$ cat src/rtl/serial_subtractor_pkg.sv
// Shared definitions for the serial subtractor slice.
//   state_t      : two-state controller encoding (IDLE, RUN)
//   calc_steps   : number of RUN cycles needed for a WIDTH/DIGIT pair
//   digit_fits   : elaboration-time legality test for a WIDTH/DIGIT pair
package serial_sub_pkg;

  typedef enum logic {
    IDLE = 1'b0,
    RUN  = 1'b1
  } state_t;

  function automatic int calc_steps(input int width, input int digit);
    return width / digit;
  endfunction

  // WIDTH must be at least 2 and an exact multiple of DIGIT.
  function automatic bit digit_fits(input int width, input int digit);
    return (digit > 0) && (width >= 2) && ((width % digit) == 0);
  endfunction

endpackage

$ cat src/rtl/serial_subtractor_if.sv
// Request/result bundle of the serial subtractor.
//   start, A, B, Bin : request and operands (driven by the master)
//   busy, done       : operation in progress / one-cycle completion pulse
//   D, Br, V, Z      : difference, borrow-out, signed overflow, zero flag
interface serial_subtractor_if #(
  parameter int WIDTH = 8
) ();
  import serial_sub_pkg::*;

  logic             start;
  logic [WIDTH-1:0] A;
  logic [WIDTH-1:0] B;
  logic             Bin;
  logic             busy;
  logic             done;
  logic [WIDTH-1:0] D;
  logic             Br;
  logic             V;
  logic             Z;

  modport master (
    output start, A, B, Bin,
    input  busy, done, D, Br, V, Z
  );

  modport slave (
    input  start, A, B, Bin,
    output busy, done, D, Br, V, Z
  );

endinterface

$ cat src/rtl/serial_subtractor_digit.sv
// sub_digit: purely combinational DIGIT-bit ripple-borrow subtractor slice.
//   a, b : DIGIT-bit minuend / subtrahend slice
//   bi   : borrow into the least significant bit of the slice
//   d    : DIGIT-bit difference slice
//   bo   : borrow out of the most significant bit of the slice
module sub_digit #(
  parameter int DIGIT = 1
) (
  input  logic [DIGIT-1:0] a,
  input  logic [DIGIT-1:0] b,
  input  logic             bi,
  output logic [DIGIT-1:0] d,
  output logic             bo
);
  import serial_sub_pkg::*;

  logic bw;

  always_comb begin
    bw = bi;
    d  = '0;
    for (int i = 0; i < DIGIT; i++) begin
      d[i] = a[i] ^ b[i] ^ bw;
      bw   = (~a[i] & b[i]) | (~(a[i] ^ b[i]) & bw);
    end
    bo = bw;
  end

endmodule

$ cat src/rtl/serial_subtractor.sv
// serial_subtractor: multi-cycle D = A - B - Bin over WIDTH bits, DIGIT bits
// per clock starting at the LSB, with the ripple borrow held in a register.
//   clk   : rising-edge clock
//   rst_n : asynchronous active-low reset
//   bus   : slave side of serial_subtractor_if
//           start/A/B/Bin in; busy/done/D/Br/V/Z out
// A start seen in IDLE is accepted; STEPS edges later done pulses for one
// cycle and D/Br/V/Z update together. Outputs never show partial results.
module serial_subtractor
  import serial_sub_pkg::*;
#(
  parameter int WIDTH = 8,
  parameter int DIGIT = 1
) (
  input  logic                 clk,
  input  logic                 rst_n,
  serial_subtractor_if.slave   bus
);

  localparam int STEPS = calc_steps(WIDTH, DIGIT);
  localparam int CNT_W = (STEPS > 1) ? $clog2(STEPS) : 1;
  localparam int IDX_W = $clog2(WIDTH);

  generate
    if (!digit_fits(WIDTH, DIGIT)) begin : g_bad_digit
      $error("serial_subtractor: WIDTH must be >= 2 and a multiple of DIGIT");
    end
    if ($bits(bus.D) != WIDTH) begin : g_bad_bus
      $error("serial_subtractor: interface WIDTH does not match module WIDTH");
    end
  endgenerate

  state_t             state_q, state_nxt;
  logic [CNT_W-1:0]   cnt_q, cnt_nxt;
  logic [WIDTH-1:0]   a_q, a_nxt;
  logic [WIDTH-1:0]   b_q, b_nxt;
  logic               brw_q, brw_nxt;
  logic [WIDTH-1:0]   work_q, work_nxt;
  logic               busy_q, busy_nxt;
  logic               done_q, done_nxt;
  logic [WIDTH-1:0]   d_q, d_nxt;
  logic               br_q, br_nxt;
  logic               v_q, v_nxt;
  logic               z_q, z_nxt;

  logic [IDX_W-1:0]   base;
  logic [DIGIT-1:0]   slice_d;
  logic               slice_bo;
  logic [WIDTH-1:0]   work_step;

  // Bit offset of the digit being processed this cycle.
  assign base = IDX_W'(cnt_q * DIGIT);

  sub_digit #(
    .DIGIT (DIGIT)
  ) u_digit (
    .a  (a_q[base +: DIGIT]),
    .b  (b_q[base +: DIGIT]),
    .bi (brw_q),
    .d  (slice_d),
    .bo (slice_bo)
  );

  // Working result with the current digit merged in; on the last step this
  // is the complete difference, which lets D/V/Z update on the same edge.
  always_comb begin
    work_step = work_q;
    work_step[base +: DIGIT] = slice_d;
  end

  always_comb begin
    state_nxt = state_q;
    cnt_nxt   = cnt_q;
    a_nxt     = a_q;
    b_nxt     = b_q;
    brw_nxt   = brw_q;
    work_nxt  = work_q;
    busy_nxt  = busy_q;
    done_nxt  = 1'b0;
    d_nxt     = d_q;
    br_nxt    = br_q;
    v_nxt     = v_q;
    z_nxt     = z_q;

    case (state_q)
      IDLE: begin
        if (bus.start) begin
          a_nxt     = bus.A;
          b_nxt     = bus.B;
          brw_nxt   = bus.Bin;
          cnt_nxt   = '0;
          work_nxt  = '0;
          busy_nxt  = 1'b1;
          state_nxt = RUN;
        end
      end

      RUN: begin
        work_nxt = work_step;
        brw_nxt  = slice_bo;
        cnt_nxt  = cnt_q + 1'b1;
        if (cnt_q == CNT_W'(STEPS - 1)) begin
          cnt_nxt   = '0;
          d_nxt     = work_step;
          br_nxt    = slice_bo;
          v_nxt     = (a_q[WIDTH-1] ^ b_q[WIDTH-1]) &
                      (a_q[WIDTH-1] ^ work_step[WIDTH-1]);
          z_nxt     = ~|work_step;
          done_nxt  = 1'b1;
          busy_nxt  = 1'b0;
          state_nxt = IDLE;
        end
      end

      default: begin
        state_nxt = IDLE;
        busy_nxt  = 1'b0;
      end
    endcase
  end

  always_ff @(posedge clk or negedge rst_n) begin
    if (!rst_n) begin
      state_q <= IDLE;
      cnt_q   <= '0;
      a_q     <= '0;
      b_q     <= '0;
      brw_q   <= 1'b0;
      work_q  <= '0;
      busy_q  <= 1'b0;
      done_q  <= 1'b0;
      d_q     <= '0;
      br_q    <= 1'b0;
      v_q     <= 1'b0;
      z_q     <= 1'b0;
    end else begin
      state_q <= state_nxt;
      cnt_q   <= cnt_nxt;
      a_q     <= a_nxt;
      b_q     <= b_nxt;
      brw_q   <= brw_nxt;
      work_q  <= work_nxt;
      busy_q  <= busy_nxt;
      done_q  <= done_nxt;
      d_q     <= d_nxt;
      br_q    <= br_nxt;
      v_q     <= v_nxt;
      z_q     <= z_nxt;
    end
  end

  assign bus.busy = busy_q;
  assign bus.done = done_q;
  assign bus.D    = d_q;
  assign bus.Br   = br_q;
  assign bus.V    = v_q;
  assign bus.Z    = z_q;

endmodule

$ cat src/flat_wrapper.sv
// flat-port wrapper written by rule: the top's interface ports become plain ports
module serial_subtractor_flat import serial_sub_pkg::*;
#(
  parameter int WIDTH = 8,
  parameter int DIGIT = 1
)
  (clk, rst_n, bus_start, bus_A, bus_B, bus_Bin, bus_busy, bus_done, bus_D, bus_Br, bus_V, bus_Z);
  serial_subtractor_if #(.WIDTH(WIDTH)) bus_i ();
  input  logic clk;
  input  logic rst_n;
  input wire logic [$bits(bus_i.start)-1:0] bus_start;
  input wire logic [$bits(bus_i.A)-1:0] bus_A;
  input wire logic [$bits(bus_i.B)-1:0] bus_B;
  input wire logic [$bits(bus_i.Bin)-1:0] bus_Bin;
  output wire logic [$bits(bus_i.busy)-1:0] bus_busy;
  output wire logic [$bits(bus_i.done)-1:0] bus_done;
  output wire logic [$bits(bus_i.D)-1:0] bus_D;
  output wire logic [$bits(bus_i.Br)-1:0] bus_Br;
  output wire logic [$bits(bus_i.V)-1:0] bus_V;
  output wire logic [$bits(bus_i.Z)-1:0] bus_Z;
  assign bus_i.start = bus_start;
  assign bus_i.A = bus_A;
  assign bus_i.B = bus_B;
  assign bus_i.Bin = bus_Bin;
  assign bus_busy = bus_i.busy;
  assign bus_done = bus_i.done;
  assign bus_D = bus_i.D;
  assign bus_Br = bus_i.Br;
  assign bus_V = bus_i.V;
  assign bus_Z = bus_i.Z;
  serial_subtractor #(.WIDTH(WIDTH), .DIGIT(DIGIT)) u_core (.clk(clk), .rst_n(rst_n), .bus(bus_i));
endmodule
$ cat config.mk
export PLATFORM = sky130hd
export DESIGN_NAME = serial_subtractor_flat
export DESIGN_NICKNAME = d
export VERILOG_FILES = /design/src/rtl/serial_subtractor_pkg.sv /design/src/rtl/serial_subtractor_if.sv /design/src/rtl/serial_subtractor_digit.sv /design/src/rtl/serial_subtractor.sv /design/src/flat_wrapper.sv
export SDC_FILE = /design/constraint.sdc
export NUM_CORES = 1
export LEC_CHECK = 0
export CAP_MARGIN = 5
export CORE_MARGIN = 4
export CORE_UTILIZATION = 53
export DETAILED_ROUTE_END_ITERATION = 16
export PLACE_DENSITY_LB_ADDON = 0.1
export SLEW_MARGIN = 10
export SYNTH_ARGS = -nofsm -noshare
export SYNTH_HDL_FRONTEND = slang
export SYNTH_HIERARCHICAL = 1
export SYNTH_SLANG_ARGS = --single-unit
$ cat constraint.sdc
create_clock -name clk -period 4.1 [get_ports clk]
set_clock_uncertainty 0.15 [all_clocks]
set_input_delay 0.82 -clock clk [delete_from_list [all_inputs] [get_ports clk]]
set_output_delay 0.82 -clock clk [all_outputs]
set_load 0.1 [all_outputs]
# Word level (Yosys, flattened, before mapping)
# Cells that the tools add are included.
# W data, S select, Z words.
[totals]
ff_bits = 42
in_bits = 20
output_inout_bits = 13
word_cells = 53
[classes]
add_sub_neg = 2
eq_ne = 3
n_shift = 4
mux = 16
bitwise = 11
n_reduce_logical = 5
[ops]
columns = ["cell", "n"]
rows = [
  ["$pmux W8 S2", 1],
  ["$shiftx A8 B4 Y1", 2],
  ["$bwmux W8", 1],
  ["$mux W8", 1],
  ["$reduce_or A8 Y1", 1],
  ["$shift A1 B5 Y8 const A", 1],
  ["$shiftx A1 B5 Y8", 1],
  ["$mux W1", 7],
  ["$mux W3", 2],
  ["$pmux W1 S2", 3],
  ["$pmux W3 S2", 1],
  ["$reduce_and A2 Y1", 3],
  ["$neg A3 Y5", 1],
  ["$ne A2 B2 Y1 const B", 2],
  ["$xor A1 B1 Y1", 4],
  ["$add A3 B1 Y3 const B", 1],
  ["$and A1 B1 Y1", 3],
  ["$eq A3 B3 Y1 const B", 1],
  ["$not A1 Y1", 3],
  ["$logic_not A1 Y1", 1],
  ["$or A1 B1 Y1", 1],
]

# Logic depth before layout (Yosys ltp)
# Gate-level depths: netlist (run 1).
[logic_depth]
word_depth = 7
ltp_mapped = 11
ltp_nobuf = 10

# Modules after synthesis
# Netlist (run 1), hierarchy kept.
[by_module_without_submodules]
columns = ["mod", "n_inst", "cells_per_inst", "area_each_um2", "seq_area_each_um2"]
rows = [
  ["serial_subtractor", 1, 184, 2150.8, 1051.0],
  ["sub_digit", 1, 4, 31.3, 0.0],
]

# Least setup slack after synthesis (run 1)
# OpenSTA, ideal clock, no wires.
[synth_timing]
kind = "flip-flop to flip-flop"
startpoint = "register u_core.cnt_q[0]"
endpoint = "register u_core.v_q, in the netlist u_core/bus.V"
setup_ns = 0.082
t_arrival_ns = 2.717
required_time_ns = 3.868
setup_slack_ns = 1.151
stages_incl_launch_ff = 10
n_path_buf = 1
period_less_slack_ns = 2.949
path_cell_list = "dfrtp_1 > buf_2 > mux4_1 > nand2_1 > nand2_1 > fa_1 > and3_1 > mux2i_1 > or3b_1 > a31oi_1"
[synth_via]
elab_chain_len = 7
elab_cells_between_ends = 12
cone_classes = "1 x add/sub; 1 x eq/ne; 4 x shift; 1 x mux; 4 x bitwise; 1 x reduce/logical"
[synth_rtl]
columns = ["element", "line", "source"]
rows = [
  ["start: declaration", "serial_subtractor.sv:34", "logic [CNT_W-1:0] cnt_q, cnt_nxt;"],
  ["start signal: assignment", "serial_subtractor.sv:138", "cnt_q <= cnt_nxt;"],
  ["$shiftx A8 B4 Y1 (on tied branches)", "serial_subtractor.sv:57, serial_subtractor.sv:58", ""],
  ["$xor A1 B1 Y1 (*) (2 in series)", "serial_subtractor_digit.sv:23", "d[i] = a[i] ^ b[i] ^ bw;"],
  ["net u_core.slice_d", "serial_subtractor.sv:47", "logic [DIGIT-1:0] slice_d;"],
  ["$shiftx A1 B5 Y8 (*)", "serial_subtractor.sv:68", "work_step[base +: DIGIT] = slice_d;"],
  ["$bwmux W8 (*)", "serial_subtractor.sv:68", ""],
  ["$xor A1 B1 Y1 (*)", "serial_subtractor.sv:107", "(a_q[WIDTH-1] ^ work_step[WIDTH-1]);"],
  ["$and A1 B1 Y1 (*)", "serial_subtractor.sv:106", "v_nxt = (a_q[WIDTH-1] ^ b_q[WIDTH-1]) &"],
  ["end signal: assignment", "serial_subtractor.sv:147", "v_q <= v_nxt;"],
  ["end: declaration", "serial_subtractor.sv:43", "logic v_q, v_nxt;"],
]
# Mark *: on every way through the listed nets, which the timed path passes. The rest lies on a longest branch.
# A chain may end at the register's enable or synchronous reset.

# Final worst setup path (run 1)
[layout_timing]
startpoint = "register u_core.cnt_q[0]"
endpoint = "register u_core.d_q[6], in the netlist u_core/bus.D[6]"
[layout_via]
elab_chain_len = 5
elab_cells_between_ends = 10
cone_classes = "1 x add/sub; 1 x eq/ne; 4 x shift; 1 x mux; 2 x bitwise; 1 x reduce/logical"
[layout_rtl]
columns = ["element", "line", "source"]
rows = [
  ["$shiftx A8 B4 Y1 (on tied branches)", "serial_subtractor.sv:57, serial_subtractor.sv:58", ""],
  ["$xor A1 B1 Y1 (*) (2 in series)", "serial_subtractor_digit.sv:23", ""],
  ["net u_core.slice_d", "serial_subtractor.sv:47", ""],
  ["$shiftx A1 B5 Y8 (*)", "serial_subtractor.sv:68", ""],
  ["$bwmux W8 (*)", "serial_subtractor.sv:68", ""],
  ["end signal: assignment", "serial_subtractor.sv:145", "d_q <= d_nxt;"],
  ["end: declaration", "serial_subtractor.sv:41", "logic [WIDTH-1:0] d_q, d_nxt;"],
]
# Marked as above.

==> impl_metrics.env, run 1 <==
export IMPL_maxCapViolCount=0
export IMPL_grt_start_max_net_pins=43
export IMPL_clock_sinks=42
export IMPL_gp_congestion=0.838
export IMPL_cts_tree="built"
export IMPL_cts_buffer_depth=2
export IMPL_synth_edf_count=0
export IMPL_wl_per_cell_microns=15.8
export IMPL_drc=0
export IMPL_dieHeight_microns=72.2
export IMPL_rows=23
export IMPL_cts_setup_buffers=0
export IMPL_yosysTopAreaCell="dfrtp_1"
export IMPL_crit_chain="mux4_1 -> nand2_1 -> nand2_1 -> fa_1 -> nor4bb_1 -> a22oi_1 -> o21ai_0 -> mux2_2"
export IMPL_cts_buffers_inserted=5
export IMPL_yosys_warnings=6
export IMPL_finalCritPeriodShare=0.806
export IMPL_drt_pass1_iterations=4
export IMPL_rsz0062_at_grt="false"
export IMPL_cts_htree_levels=2
export IMPL_grt_pass1_vias=1604
export IMPL_crit_buf_inv=0
export IMPL_fmaxAchievable_mhz=303
export IMPL_grt_pass1_wl_microns=7420
export IMPL_status="complete, no violations"
export IMPL_coreArea_sq_um=4000
export IMPL_slew_headroom=0.351
export IMPL_nFillCells=313
export IMPL_crit_top_cell="nand2_1"
export IMPL_cts_resized=0
export IMPL_synth_async_reset_ratio=1.00
export IMPL_antenna_found_initial=0
export IMPL_multi_input_area_sq_um=1050
export IMPL_hpwl_microns=3160
export IMPL_path_delay_family="multiplexers"
export IMPL_start_util=0.546
export IMPL_critPathKind="register to register"
export IMPL_hold_class="register to register"
export IMPL_slowest_delay_ns=0.70
export IMPL_numPortBuffers=32
export IMPL_synth_avg_cell_area_sq_um=11.6
export IMPL_ant_nets=0
export IMPL_synth_ff_type="dfrtp_1"
export IMPL_worst_path_max_fanout=16
export IMPL_via_count=1522
export IMPL_drive_above_1_share=0.145
export IMPL_synth_seq_cells=42
export IMPL_path_clk_slew_ns=0.08
export IMPL_grtUsageTotal=0.181
export IMPL_cp_start_kind="register"
export IMPL_num_antenna_cells=0
export IMPL_tightest_slew_ns=0.970
export IMPL_area_growth_pct=19.9
export IMPL_root_buffer="clkbuf_8"
export IMPL_setup_tns_ns=0
export IMPL_setup_violations=0
export IMPL_cp_required_ns=4.19
export IMPL_slowest_stage="dfrtp_1"
export IMPL_nets=248
export IMPL_drt_iter0_drc=112
export IMPL_syn_num_nets=217
export IMPL_synthesis_area_sq_um=2180
export IMPL_overflow=0
export IMPL_synth_area_top_cells="dfrtp_1, mux2_2, mux2i_1, mux4_1, ha_1"
export IMPL_routed_via_density=5.64
export IMPL_io_pins=33
export IMPL_finalHoldViolCount=0
export IMPL_clock_latency_ns=0.30
export IMPL_netlist_area_leader_share=0.482
export IMPL_ys_types=40
export IMPL_cts_hold_buf=0
export IMPL_drt_total_wl_microns=4270
export IMPL_cp_end_kind="register"
export IMPL_min_period_ns=3.30
export IMPL_drv_slew=0
export IMPL_die_area_sq_um=5210
export IMPL_synthCells=188
export IMPL_synth_seq_area_share=0.482
export IMPL_fp_dieW_microns=72.2
export IMPL_arrival_ns=3.39
export IMPL_seqCellArea_sq_um=1050
-- per-stage QoR --
stage / instances / worst slack [ns] / util / cell area (sq um) / hold WS (ns)
floorplan: 188 / 1.15 / - / 2180 / 0.322
global placement: 262 / 0.936 / 0.630 / 2520 / 0.317
detailed placement: 262 / 0.846 / 0.630 / 2520 / 0.321
CTS: 270 / 0.830 / 0.654 / 2620 / 0.340
global route: 270 / 0.537 / 0.654 / 2620 / 0.362
finish: 270 / 0.797 / 0.654 / 2620 / 0.333
-- worst register-to-register path, cell delays in order, from the launching register on --
cell and delay, ns:
dfrtp_1 0.70, mux4_1 0.62, nand2_1 0.08, nand2_1 0.08, fa_1 0.65, nor4bb_1 0.39
a22oi_1 0.11, o21ai_0 0.27, mux2_2 0.22
-- worst paths after layout --
| path | start | endpoint | slack [ns] | cells after the start |
|---|---|---|---|---|
| hold / removal | u_core/bus.D[2]$_DFFE_PN0P_ | u_core/bus.D[2]$_DFFE_PN0P_ | 0.33 | 2 |
| hold reg to reg | u_core/bus.D[2]$_DFFE_PN0P_ | u_core/bus.D[2]$_DFFE_PN0P_ | 0.33 | 2 |
| max in group asynchronous | rst_n | u_core/bus.V$_DFFE_PN0P_ | 2.74 | 1 |
| setup / recovery | u_core/cnt_q[0]$_DFFE_PN0P_ | u_core/bus.D[6]$_DFFE_PN0P_ | 0.80 | 8 |
| setup reg to reg | u_core/cnt_q[0]$_DFFE_PN0P_ | u_core/bus.D[6]$_DFFE_PN0P_ | 0.80 | 8 |
| min in group asynchronous | rst_n | u_core/state_q$_DFF_PN0_ | 0.49 | 1 |
-- flip-flops by register name, indices dropped and copies added, names as in the netlist --
signal / cells
u_core/bus.D: 8
u_core/work_q: 8
u_core/bus.busy: 1
u_core/cnt_q: 3
u_core/bus.V: 1
u_core/state_q: 1
u_core/b_q: 8
u_core/a_q: 8
u_core/bus.Z: 1
u_core/bus.done: 1
u_core/bus.Br: 1
u_core/brw_q: 1
-- placed cells by master (no fill, tap or decap), types with 2 or more instances in the layout --
| cell | n |
|---|---|
| mux2i_1 | 11 |
| nor2_1 | 7 |
| nand3b_1 | 3 |
| dfrtp_1 | 42 |
| nand2_1 | 23 |
| o21a_1 | 2 |
| clkdlybuf4s50_1 | 31 |
| nand2b_1 | 10 |
| nand3_1 | 2 |
| ha_1 | 8 |
| o31ai_1 | 5 |
| mux4_1 | 4 |
| a31oi_1 | 2 |
| mux2_2 | 20 |
| clkbuf_8 | 6 |
| inv_1 | 8 |
| o21ai_0 | 12 |
-- layout make-up --
| class | instances | share of cell area |
|---|---|---|
| Clock inverter | 1 | 0.00335 |
| Sequential cell | 42 | 0.402 |
| Clock buffer | 7 | 0.0330 |
| Inverter | 9 | 0.0129 |
| Multi-Input combinational cell | 128 | 0.402 |
| Timing Repair Buffer | 33 | 0.123 |
| Tap cell | 50 | 0.0239 |
-- synth_stat cells, drive strengths merged, types with 2 or more instances --
master,count
dfrtp,42
clkbuf,3
nor2,7
buf,6
o21ai,12
o31ai,5
ha,8
mux2,20
or3,2
inv,9
nand3b,3
o21a,2
mux2i,11
nand2,23
nand2b,10
mux4,4
nand3,2
a31oi,2
-- kinds of logic after synthesis --
logic type / synth area share
compound gates: 0.0843
fa+ha+maj: 0.0550
mux: 0.202
flops: 0.482
simple gates: 0.140
buf+inv: 0.0367
-- metal layers --
metal  part of all wire  global-route usage
met1               0.42               0.231
met2               0.52               0.301
met3              0.048              0.0416
met4              0.014              0.0626
met5                  0                   0
Power of run 1 is not shown: default switching activity piles up to over one toggle a cycle in this logic, so the estimate is an artifact.
==> run 2: changes to the inputs <==
Clock period 4.1 ns to 3.4 ns, I/O delays scaled along.
==> run 2 against run 1 <==
Against the previous run:
- register-to-register slack got worse by 0.40 ns
- critical path type unchanged
- final area is 1.2% lower
- critical path depth is the same
- wire length rose by 4.2%
- largest cell class unchanged
- die area unchanged
- sequential share of layout area increased by 0.51 points
- via count rose by 2.4%
==> impl_metrics.env, run 2 (synthesis gave the netlist of run 1 again) <==
export IMPL_die_area_sq_um=5210
export IMPL_gp_congestion=0.788
export IMPL_clock_latency_ns=0.29
export IMPL_clock_sinks=42
export IMPL_cp_end_kind="register"
export IMPL_holdCritStartpoint="u_core/bus.D[2]$_DFFE_PN0P_"
export IMPL_grt_pass1_wl_microns=7510
export IMPL_via_count=1559
export IMPL_slew_headroom=0.394
export IMPL_drv_slew=0
export IMPL_rsz0062_at_grt="false"
export IMPL_hold_class="register to register"
export IMPL_worst_path_max_fanout=5
export IMPL_cts_resized=0
export IMPL_drt_total_wl_microns=4450
export IMPL_min_period_ns=3.00
export IMPL_io_pins=33
export IMPL_fp_dieW_microns=72.2
export IMPL_dieHeight_microns=72.2
export IMPL_cts_htree_levels=2
export IMPL_drt_iter0_drc=95
export IMPL_cp_required_ns=3.46
export IMPL_routed_via_density=5.75
export IMPL_ant_nets=0
export IMPL_coreArea_sq_um=4000
export IMPL_nets=250
export IMPL_dp_worst_setup_slack_ns=0.418
export IMPL_postPlaceCellArea_sq_um=2500
export IMPL_status="complete, no violations"
export IMPL_finalCritPeriodShare=0.883
export IMPL_drt_pass1_iterations=4
export IMPL_final_common_cell="dfrtp_1"
export IMPL_root_buffer="clkbuf_8"
export IMPL_tightest_slew_ns=0.909
export IMPL_setup_violations=0
export IMPL_numPortBuffers=32
export IMPL_finalHoldViolCount=0
export IMPL_path_clk_slew_ns=0.08
export IMPL_setup_tns_ns=0
export IMPL_startpoint="u_core/cnt_q[0]$_DFFE_PN0P_"
export IMPL_cts_buffers_inserted=5
export IMPL_cts_hold_buf=0
export IMPL_wl_per_cell_microns=16.4
export IMPL_grt_pass1_vias=1658
export IMPL_drc=0
export IMPL_layout_common_cells="dfrtp_1, nand2_1, mux2_2"
export IMPL_drive_above_1_share=0.208
export IMPL_timing_final_ws_setup_ns=0.396
export IMPL_cts_tree="built"
export IMPL_start_util=0.546
export IMPL_r2r_start="u_core/cnt_q[0]$_DFFE_PN0P_"
export IMPL_num_antenna_cells=0
export IMPL_hpwl_microns=3320
export IMPL_cts_setup_buffers=0
export IMPL_design_area_sq_um=2580
export IMPL_maxCapViolCount=0
export IMPL_grtUsageTotal=0.188
export IMPL_critPathKind="register to register"
export IMPL_grt_start_max_net_pins=43
export IMPL_fmaxAchievable_mhz=333
export IMPL_utilization=0.646
export IMPL_area_growth_pct=18.4
export IMPL_cts_buffer_depth=2
export IMPL_antenna_found_initial=0
export IMPL_overflow=0
export IMPL_arrival_ns=3.06
export IMPL_cp_start_kind="register"
export IMPL_rows=23
run 2: final timing paths:
path                                                     to  depth (start not counted)  slack [ns]
max in group asynchronous       u_core/bus.busy$_DFFE_PN0P_                          1        2.17
worst max-delay path               u_core/bus.V$_DFFE_PN0P_                          8        0.40
worst min-delay path            u_core/bus.D[2]$_DFFE_PN0P_                          2        0.34
worst min register to register  u_core/bus.D[2]$_DFFE_PN0P_                          2        0.34
worst max register to register     u_core/bus.V$_DFFE_PN0P_                          8        0.40
min in group asynchronous       u_core/bus.D[6]$_DFFE_PN0P_                          1        0.37
run 2: per-layer routing:
metal,track usage,up-vias,share of wire
met5,0,-,0
met4,0.0731,0,0.020
met3,0.0499,8,0.047
met2,0.342,42,0.53
met1,0.209,776,0.40
li1,-,733,-
run 2: worst max-delay path, stage by stage, from the launching register on:
cell and delay [ns]:
dfrtp_1 0.47, mux4_1 0.58, nand2_1 0.08, nand2_1 0.07, fa_1 0.62, and3_1 0.26, mux2i_1 0.15, or3b_1 0.36
a31oi_1 0.19
run 2: final cells by class:
| class | instances | area, sq um |
|---|---|---|
| multi-input combinational | 128 | 1050 |
| fill | 328 | 1420 |
| sequential | 42 | 1050 |
| clock buffer | 6 | 72.6 |
| tap | 50 | 62.6 |
| timing repair buffer | 35 | 305 |
| clock inverter | 1 | 7.51 |
| inverter | 9 | 33.8 |
run 2: through the flow:
stage	std cells	hold WS [ns]
floorplan	188	0.234
global placement	264	0.318
detailed placement	264	0.323
CTS	271	0.340
global route	271	0.365
finish	271	0.341
Power of run 2 is left out for the same reason.
==> run 3: changes to the inputs <==
Settings changed: CORE_UTILIZATION 53 to 49.
==> run 3 against run 2 <==
Against the previous run:
- worst hold slack is essentially flat
- cell count grew 0.74%
- utilization shrank 4.8 points
- sequential cell count is the same
- final area is essentially flat
- die area grew 7.2%
- maximum frequency grew 0.12%
- clock-buffer cell count is the same
- first-iteration DRC count shrank 17%
- register-to-register slack is essentially flat
- setup slack gained 0.0037 ns
- non-clock buffer count shrank 1
- critical endpoint is now u_core/work_q[6]$_DFFE_PN0P_
- largest cell class unchanged
- highest routed layer unchanged
==> impl_metrics.env, run 3 (synthesis gave the netlist of run 1 again) <==
export IMPL_cts_htree_levels=2
export IMPL_start_util=0.505
export IMPL_grt_start_max_net_pins=43
export IMPL_cp_start_kind="register"
export IMPL_seqCellArea_sq_um=1050
export IMPL_drt_total_wl_microns=4190
export IMPL_reg2reg_to="u_core/work_q[6]$_DFFE_PN0P_"
export IMPL_drive_above_1_share=0.208
export IMPL_r2r_cells=9
export IMPL_worst_path_max_fanout=5
export IMPL_drc=0
export IMPL_layout_common_cells="dfrtp_1, nand2_1, mux2_2"
export IMPL_root_buffer="clkbuf_8"
export IMPL_clock_latency_ns=0.29
export IMPL_drt_iter0_drc=79
export IMPL_grt_pass1_wl_microns=7000
export IMPL_antenna_found_initial=0
export IMPL_critPathKind="register to register"
export IMPL_fp_dieW_microns=74.7
export IMPL_maxCapViolCount=0
export IMPL_setup_tns_ns=0
export IMPL_wl_per_cell_microns=15.3
export IMPL_design_area_sq_um=2580
export IMPL_status="complete, no violations"
export IMPL_finalHoldViolCount=0
export IMPL_numPortBuffers=32
export IMPL_cp_end_kind="register"
export IMPL_final_common_cell="dfrtp_1"
export IMPL_grt_pass1_vias=1534
export IMPL_multi_input_area_sq_um=1050
export IMPL_cts_buffer_depth=2
export IMPL_num_antenna_cells=0
export IMPL_cts_resized=0
export IMPL_cp_required_ns=3.45
export IMPL_ant_nets=0
export IMPL_clock_sinks=42
export IMPL_cts_hold_buf=0
export IMPL_io_pins=33
export IMPL_whs_ns=0.341
export IMPL_finalCritPeriodShare=0.882
export IMPL_holdPathEnd="u_core/bus.Z$_DFFE_PN0P_"
export IMPL_rsz0062_at_grt="false"
export IMPL_hpwl_microns=3060
export IMPL_via_count=1522
export IMPL_area_growth_pct=18.5
export IMPL_drv_slew=0
export IMPL_postPlaceCellArea_sq_um=2500
export IMPL_arrival_ns=3.05
export IMPL_holdPathStages=2
export IMPL_rows=24
export IMPL_fmaxAchievable_mhz=333
export IMPL_gp_congestion=0.774
export IMPL_hold_class="register to register"
export IMPL_drt_pass1_iterations=4
export IMPL_nFillCells=391
export IMPL_die_area_sq_um=5580
export IMPL_nets=249
export IMPL_holdCritStartpoint="u_core/bus.Z$_DFFE_PN0P_"
export IMPL_reg2reg_slack_ns=0.40
export IMPL_cts_tree="built"
export IMPL_r2r_start="u_core/cnt_q[0]$_DFFE_PN0P_"
export IMPL_dieHeight_microns=74.7
export IMPL_overflow=0
export IMPL_routed_via_density=5.58
export IMPL_coreArea_sq_um=4320
export IMPL_min_period_ns=3.00
export IMPL_grtUsageTotal=0.165
export IMPL_tightest_slew_ns=0.902
export IMPL_cts_buffers_inserted=5
export IMPL_path_clk_slew_ns=0.08
export IMPL_setup_violations=0
export IMPL_cts_setup_buffers=0
export IMPL_slew_headroom=0.399
run 3: cell count changes in the layout (fill, tap and decap cells not counted), sizes merged:
cell / before / now
clkinv: 0 / 2
buf: 17 / 16
clkinvlp: 1 / 0
run 3: critical path: stages (launching register included):
cell      delay (ns)
dfrtp_1         0.45
mux4_1          0.57
nand2_1         0.08
nand2_1         0.08
fa_1            0.61
nor4bb_1        0.43
a22oi_1         0.12
o21ai_0         0.23
nand2_1         0.08
o21ai_0         0.11
run 3: area by class of cell:
class | instances | area share
multi-input cells | 128 | 0.407
inverters | 9 | 0.0131
flip-flops and latches | 42 | 0.407
clock inverters | 2 | 0.00532
clock buffers | 6 | 0.0281
repair buffers | 34 | 0.115
well taps | 52 | 0.0252
run 3: per-layer routing:
metal,share of wire,global-route usage,vias to the layer above,wire (microns)
met1,0.43,0.206,746,1820
li1,-,-,735,-
met3,0.047,0.0454,7,197
met4,0.016,0.0632,0,67
met5,0,0,-,0
met2,0.50,0.274,34,2110
run 3: through the flow:
step	util	cells	setup WS (ns)
2_1_floorplan	-	188	0.451
3_3_place_gp	0.578	265	0.536
3_5_place_dp	0.578	265	0.430
4_1_cts	0.598	273	0.410
5_1_grt	0.598	273	0.182
6_report	0.598	273	0.400
run 3: worst max path at each step:
stage	start	end	slack, ns	cells past startpoint
3_3_place_gp	u_core/cnt_q[0]$_DFFE_PN0P_	u_core/bus.V$_DFFE_PN0P_	0.54	8
3_5_place_dp	u_core/cnt_q[0]$_DFFE_PN0P_	u_core/work_q[6]$_DFFE_PN0P_	0.43	9
4_1_cts	u_core/cnt_q[0]$_DFFE_PN0P_	u_core/work_q[6]$_DFFE_PN0P_	0.41	9
6_report	u_core/cnt_q[0]$_DFFE_PN0P_	u_core/work_q[6]$_DFFE_PN0P_	0.40	9
2_1_floorplan	u_core/cnt_q[0]$_DFFE_PN0P_	u_core/bus.V$_DFFE_PN0P_	0.45	9
5_1_grt	u_core/cnt_q[0]$_DFFE_PN0P_	u_core/work_q[6]$_DFFE_PN0P_	0.18	9
Power of run 3 is left out for the same reason.
